### src/rtl/calculator.sv
// calculator: single-cycle 4-bit ALU with registered 8-bit result.
//
// Ports:
//   clk     - clock; all state updates on the rising edge
//   rst_n   - synchronous active-low reset; clears out and div_err
//   a, b    - 4-bit unsigned operands
//   oper    - operation select:
//               000 add, 001 sub, 010 mul, 011 div,
//               100 mod, 101 and, 110 or,  111 xor
//   out     - registered 8-bit result, one cycle after the inputs are sampled
//   div_err - registered flag, set when div/mod is attempted with b == 0
module calculator (
  input  logic       clk,
  input  logic       rst_n,
  input  logic [3:0] a,
  input  logic [3:0] b,
  input  logic [2:0] oper,
  output logic [7:0] out,
  output logic       div_err
);

  localparam logic [2:0] OpAdd = 3'b000;
  localparam logic [2:0] OpSub = 3'b001;
  localparam logic [2:0] OpMul = 3'b010;
  localparam logic [2:0] OpDiv = 3'b011;
  localparam logic [2:0] OpMod = 3'b100;
  localparam logic [2:0] OpAnd = 3'b101;
  localparam logic [2:0] OpOr  = 3'b110;
  localparam logic [2:0] OpXor = 3'b111;

  logic [7:0] a_ext;
  logic [7:0] b_ext;
  logic [7:0] res_d;
  logic       err_d;
  logic [7:0] res_q;
  logic       err_q;

  // Operands widened up front so every operation is evaluated in 8 bits;
  // subtraction then wraps as 8-bit two's complement.
  assign a_ext = {4'b0000, a};
  assign b_ext = {4'b0000, b};

  always_comb begin
    res_d = 8'h00;
    err_d = 1'b0;
    unique case (oper)
      OpAdd: res_d = a_ext + b_ext;
      OpSub: res_d = a_ext - b_ext;
      OpMul: res_d = a_ext * b_ext;
      OpDiv: begin
        // Divisor of zero is steered away from the divider; result forced.
        if (b == 4'd0) begin
          res_d = 8'hFF;
          err_d = 1'b1;
        end else begin
          res_d = a_ext / b_ext;
        end
      end
      OpMod: begin
        if (b == 4'd0) begin
          res_d = 8'hFF;
          err_d = 1'b1;
        end else begin
          res_d = a_ext % b_ext;
        end
      end
      OpAnd: res_d = {4'b0000, a & b};
      OpOr:  res_d = {4'b0000, a | b};
      OpXor: res_d = {4'b0000, a ^ b};
      default: begin
        res_d = 8'h00;
        err_d = 1'b0;
      end
    endcase
  end

  always_ff @(posedge clk) begin
    if (!rst_n) begin
      res_q <= 8'h00;
      err_q <= 1'b0;
    end else begin
      res_q <= res_d;
      err_q <= err_d;
    end
  end

  assign out     = res_q;
  assign div_err = err_q;

endmodule

### config.mk
export PLATFORM = sky130hd
export DESIGN_NAME = calculator
export DESIGN_NICKNAME = d
export VERILOG_FILES = /design/src/rtl/calculator.sv
export SDC_FILE = /design/constraint.sdc
export NUM_CORES = 1
export LEC_CHECK = 0
export ABC_AREA = 1
export BUFFER_PORTS_ARGS = -buffer_cell sky130_fd_sc_hd__buf_2
export CORE_MARGIN = 2
export CORE_UTILIZATION = 58
export DETAILED_ROUTE_END_ITERATION = 6
export PLACE_DENSITY_LB_ADDON = 0.08
export REMOVE_ABC_BUFFERS = 1
export SLEW_MARGIN = 20
export SYNTH_ARGS = -nofsm -noshare
export SYNTH_HDL_FRONTEND = slang
export SYNTH_SLANG_ARGS = --single-unit
### constraint.sdc
create_clock -name clk -period 12.7 [get_ports clk]
set_input_delay 1.27 -clock clk [delete_from_list [all_inputs] [get_ports clk]]
set_output_delay 1.27 -clock clk [all_outputs]
set_load 0.1 [all_outputs]
Word level (Yosys, flattened, before mapping)
Cells that the tools add are included.
Cells by class
  add/subtract/negate cells: 2
  multiply operators: 1
  divide/modulo/power cells: 2
  eq/ne operators: 7
  multiplexer cells: 4
  bitwise logic cells: 3
  reductions and logical operators: 4
Operator list (number)
  8-bit one-hot mux with 8 select lines: 1
  8-bit two-way mux: 2
  3-bit equality test, second input constant: 4
  4-bit by 4-bit divider with 8-bit output: 1
  4-bit by 4-bit remainder unit with 8-bit output: 1
  4-bit by 4-bit multiplier with 8-bit output: 1
  3-bit by 2-bit equality test with 1-bit output, second input constant: 2
  4-bit by 4-bit adder with 5-bit output: 1
  4-bit by 4-bit subtractor with 5-bit output: 1
  4-bit bitwise AND: 1
  4-bit logical NOT: 1
  4-bit bitwise OR: 1
  4-bit XOR: 1
  3-bit by 1-bit equality test with 1-bit output, second input constant: 1
  3-bit logical NOT: 1
  2-bit AND reduction: 1
  2-bit OR reduction: 1
  1-bit two-way mux: 1
Storage, ports and cells
  register bits after elaboration: 9
  output and inout bits: 9

Logic depth before layout (Yosys ltp)
Gate-level depths: netlist of run 1.
  depth after elaboration: 3
  depth in mapped cells: 78
  depth with buffers taken out: 78

Worst setup path before layout of run 1
Ideal clock, no wire load.
  kind: in2reg
  from: input b[1]
  to: register res_q[0], in the netlist out[0]
  setup time: 113 ps
  arrival time: 9826 ps
  path slack: 2761 ps
  stages on the path: 70
  buffers on the path: 0
  cell sequence: inv_1 nand2_1 nor2_4 nand3_2 inv_1 ha_1 nand2_1 nand2_1 nand2_4 nor2_1 ha_1 nand2_1 nand3b_1 nor2_1 nor2_1 nand2_1 nand2_1 ha_1 (+34 left out) o21ai_0 fa_1 nand2_1 inv_1 nor2_1 nor2_1 nor2_1 inv_1 nor2_1 nand2_1 nor2_4 nand2_4 nand2_1 nand3_1 nand2_1 nand2_1 nand2_1 nand2_1
Between the ends
  word-level cells in the longest chain between the ends: 3
Ends and longest elaborated chain
  start: declaration: line 16  | input logic [3:0] b,
  4-bit by 4-bit remainder unit with 8-bit output, or another cell as far along: line 64  | res_d = a_ext % b_ext;
  8-bit two-way mux (on tied branches): line 60, 52
  8-bit one-hot mux with 8 select lines (*): line 46  | unique case (oper)
  end signal: assignment: line 82  | res_q <= res_d;
  end: declaration: line 35  | logic [7:0] res_q;
Mark *: on every way between the ends. The rest lies on a longest branch, timed or not.
A chain may end at the register's enable or synchronous reset.

Final worst setup path of run 1
Same ends and word-level chain as after synthesis.

==> impl_metrics.csv, run 1 <==
group,metric,value,unit
outcome,status,"finished, final reports clean",
global_route,grt_pass1_wl,12.5,mm
setup_path,worstSetupEndpointType,"flop",
power_and_ir_drop,p_per_area,228,mW/mm^2
worst_hold_path,hold_path_class,"input pin to flop",
place,io_buffer_count,21,
synthesis,yosys.area.top_type,"ha_1",
setup_path,critPathSlowestCell,"fa_1",
global_route,grt_antenna_before_repair,0,
sta,worst_slack,1500,ps
layout,drive_gt1_share,14.3,%
floorplanning,dieWidth,76.2,um
clocking,cts_tree,"done",
sta,slew_violations,0,
sta,setup_violations,0,
synthesis,async_reset_ff_share,0,%
global_route,grt_overflow,0,
setup_path,cpPeakStageDelay,460,ps
power_and_ir_drop,p_int,0.280,mW
setup_path,path_delay_family,"simple AND/OR/NAND/NOR gates",
synthesis,synth_edf_count,0,
sta,rsz0062_at_grt,"false",
detailed_routing,wl_per_cell,12.2,um
synthesis,ys_types,43,
detailed_routing,wl_met3,262,um
clocking,cts_hold_buffers,0,
setup_path,arrival,11330,ps
power_and_ir_drop,swShare,62.4,%
setup_path,worst-path-buf-inv,15,
synthesis,yosysTopAreaCellShare,21.1,%
power_and_ir_drop,ir_worst_vdd,0.000200,V
power_and_ir_drop,power_leakage,1.89,nW
global_route,grt_pass1_vias,2834,
sta,finalHoldViolCount,0,
clocking,h-tree-depth,1,
place,globalplace.congestion,0.902,
synthesis,seq_area_frac_synth,5.96,%
layout,final_cells,568,
detailed_routing,routed_via_density,5.30,
global_route,grt_max_degree,13,
layout,fin_nets,570,
place,dp_slack,1280,ps
synthesis,synth_top_flop_cell,"dfxtp_1",
layout,n_antenna_cell,0,
place,place_hpwl,5.80,mm
detailed_routing,antenna_left,0,
power_and_ir_drop,p_comb_share,90.9,%
synthesis,synth_warnings,0,
clocking,clock-sinks,9,
power_and_ir_drop,p_total,0.744,mW
setup_path,critPathLaunchType,"input pin",
global_route,groute.usage.overall,25.3,%
clocking,post_cts_buffers,0,
clocking,cts_root_buffer,"clkbuf_8",
sta,period_share,88.2,%
sta,slew_headroom,40.3,%
detailed_routing,via_count,3011,
sta,tightest_slew,888,ps
clocking,cts.clk_slew.worst_paths,40,ps
floorplanning,io_pins,22,
detailed_routing,first_iter_violations,213,
sta,setup_tns,0,ps
sta,max_freq,0.0893,GHz
floorplanning,core-area,0.00507,mm^2
synthesis,ys_seq_elements,9,
floorplanning,chipHeight,76.2,um
detailed_routing,routed_wl,6.93,mm
detailed_routing,routed.top_layer,"met4",
detailed_routing,route.detailed.drc,0,
place,dp.cells,564,
synthesis,syn_area,0.00302,mm^2
floorplanning,rows,26,
synthesis,yosysMostFrequentCell,"nand2_1",
setup_path,required,12820,ps
detailed_routing,routed-wl-met2,3.19,mm
job,maxCapViolCount,0,
sta,layout_min_cycle_time,11200,ps
power_and_ir_drop,p_clk_share,4.3,%
power_and_ir_drop,pwr-share-seq,4.8,%
synthesis,syn_area_per_cell,6.42,um^2
layout,area_growth_syn_to_layout,8.11,%
setup_path,critPathMaxFanout,12,
floorplanning,dieArea,0.00581,mm^2
synthesis,yosys-top-cells-area,"ha_1 (21%), nand2_1 (12%), inv_1 (9.9%), dfxtp_1 (6.0%), nand3_1 (5.6%)",
detailed_routing,drtPass1Iterations,4,
clocking,cts-buffers-inserted,3,
synthesis,syn_inst,471,
setup_path,critPathKind,"input pin to flop",
synthesis,synthTopCellsByCount,"nand2_1 (95), inv_1 (80), ha_1 (51)",
floorplanning,initial_utilization,59.6,%
clocking,cts_buffer_depth,2,
clocking,post_cts_resized,0,
power_and_ir_drop,p_switching,0.464,mW
detailed_routing,drt-met1-wl,3.28,mm
setup_path,path_common_cell,"nand2_1",
## worst paths after layout
kind | start | endpoint | slack (ps) | cells past startpoint
setup / recovery | b[1] | out[0]$_SDFF_PN0_ | 1500 | 72
hold / removal | rst_n | out[1]$_SDFF_PN0_ | 1330 | 3
## routing by layer
metal  track usage, %  vias to the layer above
met3             2.49                       17
met1             33.3                     1342
li1                 -                     1592
met2             43.1                       60
met5                0                        -
met4             9.09                        0
## logic make-up (layout without fill, tap and decap cells)
group | count (synthesis) | in the layout | share of synthesized area, %
AOI/OAI and AO/OA | 76 | 76 | 16.1
DFF | 9 | 9 | 5.96
xor gates and xnor gates | 15 | 15 | 4.35
and+or+nand+nor | 223 | 223 | 36.7
other | 1 | 3 | 0.124
adders and majority gates | 58 | 58 | 25.7
buffers and inverters | 89 | 114 | 11.1
## state kept, by name (all words and copies together), names as in the netlist
register	cells
div_err	1
out	8
## placed cells by master (no fill, tap or decap), drive strengths merged
cell and instances:
xnor2 4, a21o 3, buf 21, nand2 110
nand4 4, a21oi 28, fa 7, nor3 10
o311ai 1, nand3b 1, clkinv 2, or2 4
o2111ai 1, ha 51, nand3 43, conb 3
nor3b 1, o21a 1, inv 87, dfxtp 9
a221oi 2, o21bai 2, a31oi 1, o21ai 28
a2111oi 2, o221ai 2, a211oi 2, o211ai 2
xor2 11, a2bb2oi 1, nor2 50, clkbuf 4
## layout make-up
cell class,instances,area [um^2]
Sequential cell,9,180
Timing Repair Buffer,21,105
Tap cell,70,87.6
Inverter,89,334
Clock buffer,4,45.0
Multi-Input combinational cell,375,2520
Fill cell,502,1810
## power by group through the flow
stage / clock network (mW) / logic [mW] / registers [mW]
6_report: 0.0319 / 0.676 / 0.0359
5_1_grt: 0.0342 / 0.764 / 0.0366
4_1_cts: 0.0326 / 0.672 / 0.0360
3_5_place_dp: 0 / 0.670 / 0.0365
3_3_place_gp: 0 / 0.660 / 0.0364
2_1_floorplan: 0 / 0.519 / 0.0841
## through the flow
stage / utilization (%) / hold slack, ps / instance area (um^2)
floorplan: - / 1390 / 3030
global placement: 63.5 / 1560 / 3220
detailed placement: 63.5 / 1560 / 3220
CTS: 64.4 / 1320 / 3270
global route: 64.4 / 1350 / 3270
finish: 64.4 / 1330 / 3270
(Power assumes the default switching activity.)
==> run 2: changes to the inputs <==
CORE_MARGIN = 1.5   (was 2)
PLACE_DENSITY = 0.86   (was not set)
PLACE_DENSITY_LB_ADDON = not set   (was 0.08)
==> run 2 against run 1 <==
Clock power is 2% lower. Critical path depth is 3 lower. Wire length is 6.7% higher. Total power is 1.8% higher. Utilization is 0.15 points higher. Cell area is 0.23% higher. Highest routed layer unchanged. Sequential share of layout area hardly changed. Global-route usage is 2.6 points higher. Die area is 2.6% lower. Cell count is 0.18% higher.
==> impl_metrics.csv, run 2 (synthesis gave the netlist of run 1 again) <==
group,metric,value,unit
outcome,status,"finished, final reports clean",
job,maxCapViolCount,0,
setup_path,critPathMaxFanout,12,
clocking,cts-buffers-inserted,3,
floorplanning,chipHeight,75.2,um
sta,rsz0062_at_grt,"false",
detailed_routing,antenna_left,0,
floorplanning,rows,26,
sta,layout_min_cycle_time,11170,ps
clocking,cts.clk_slew.worst_paths,40,ps
detailed_routing,via_count,3110,
setup_path,path_common_cell,"nand2_1",
layout,largest_reg_flops,8,
floorplanning,core-area,0.00507,mm^2
place,io_buffer_count,21,
place,globalplace.congestion,0.953,
detailed_routing,first_iter_violations,207,
global_route,grt_max_degree,13,
layout,fill_cells,477,
layout,multiInputGateArea,0.00252,mm^2
layout,drive_gt1_share,14.4,%
layout,n_antenna_cell,0,
global_route,grt_overflow,0,
setup_path,critPathSlowestCell,"fa_1",
floorplanning,initial_utilization,59.6,%
layout,fin_nets,571,
setup_path,arrival,11250,ps
sta,setup_tns,0,ps
sta,max_freq,0.0895,GHz
power_and_ir_drop,ir_worst_vdd,0.000147,V
global_route,groute.usage.overall,27.9,%
sta,period_share,88.0,%
detailed_routing,route.detailed.drc,0,
detailed_routing,routed_wl,7.40,mm
clocking,cts_buffer_depth,2,
layout,mostFrequentLayoutCells,"nand2_1 (95), inv_1 (80), ha_1 (51)",
clocking,post_cts_resized,0,
setup_path,required,12780,ps
floorplanning,dieArea,0.00565,mm^2
place,place_hpwl,6.21,mm
layout,postLayoutCoreUtil,64.5,%
detailed_routing,routed_via_density,5.47,
sta,slew_headroom,52.0,%
floorplanning,dieWidth,75.2,um
floorplanning,io_pins,22,
clocking,h-tree-depth,1,
clocking,cts_tree,"done",
global_route,grt_pass1_vias,3047,
sta,setup_violations,0,
power_and_ir_drop,p_per_area,231,mW/mm^2
global_route,grt_antenna_before_repair,0,
clocking,post_cts_buffers,0,
sta,slew_violations,0,
global_route,grt_pass1_wl,12.6,mm
clocking,clock-sinks,9,
clocking,cts_root_buffer,"clkbuf_8",
power_and_ir_drop,power_leakage,1.90,nW
setup_path,worstSetupEndpointType,"flop",
layout,seqCellArea,180,um^2
sta,hold_ws,1330,ps
layout,final_common_cell,"nand2_1",
detailed_routing,wl_per_cell,13.0,um
setup_path,critPathKind,"input pin to flop",
layout,fin_area,0.00328,mm^2
setup_path,cpPeakStageDelay,470,ps
worst_hold_path,hold_path_class,"input pin to flop",
sta,tightest_slew,701,ps
setup_path,critPathLaunchType,"input pin",
clocking,cts_hold_buffers,0,
place,placed_area,0.00323,mm^2
layout,area_growth_syn_to_layout,8.36,%
sta,finalHoldViolCount,0,
detailed_routing,drtPass1Iterations,5,
## run 2: cell count changes in the layout (fill, tap and decap cells not counted)
cell | before | now
buf_4 | 0 | 1
## run 2: report_power, final
part	switching (mW)	internal [mW]
Clock	0.00955	0.0217
Combinational	0.465	0.225
Sequential	0.00104	0.0348
Total	0.476	0.281
## run 2: metal layers
metal,share of wire (%),vias to the layer above,global-route usage (%)
li1,-,1594,-
met1,44,1382,33.9
met2,48,115,51.3
met3,5.8,19,2.41
met4,2.4,0,9.33
met5,0,-,0
## run 2: final cells by class
type / count / area share (%)
tap: 70 / 2.67
inverter: 89 / 10.2
clock buffer: 4 / 1.38
timing repair buffer: 22 / 3.44
multi-input combinational: 375 / 76.8
sequential: 9 / 5.50
## run 2: path summary, 6_finish.rpt
kind / from / end / slack [ps] / cells after the start
max: b[1] / out[4]$_SDFF_PN0_ / 1530 / 69
min: rst_n / out[4]$_SDFF_PN0_ / 1330 / 3
## run 2: through the flow
step | std cells | worst slack (ps) | total power, mW
2_1_floorplan | 473 | 2760 | 0.603
3_3_place_gp | 565 | 1750 | 0.695
3_5_place_dp | 565 | 1390 | 0.716
4_1_cts | 569 | 1610 | 0.750
5_1_grt | 569 | 422 | 0.836
6_report | 569 | 1530 | 0.757
## run 2: critical path, delay by kind of cell
family                     cells  cell delay [ps]
and+or+nand+nor               33             4330
adders and majority gates      7             2190
AOI/OAI and AO/OA             13             1820
buffers and inverters         16             1610
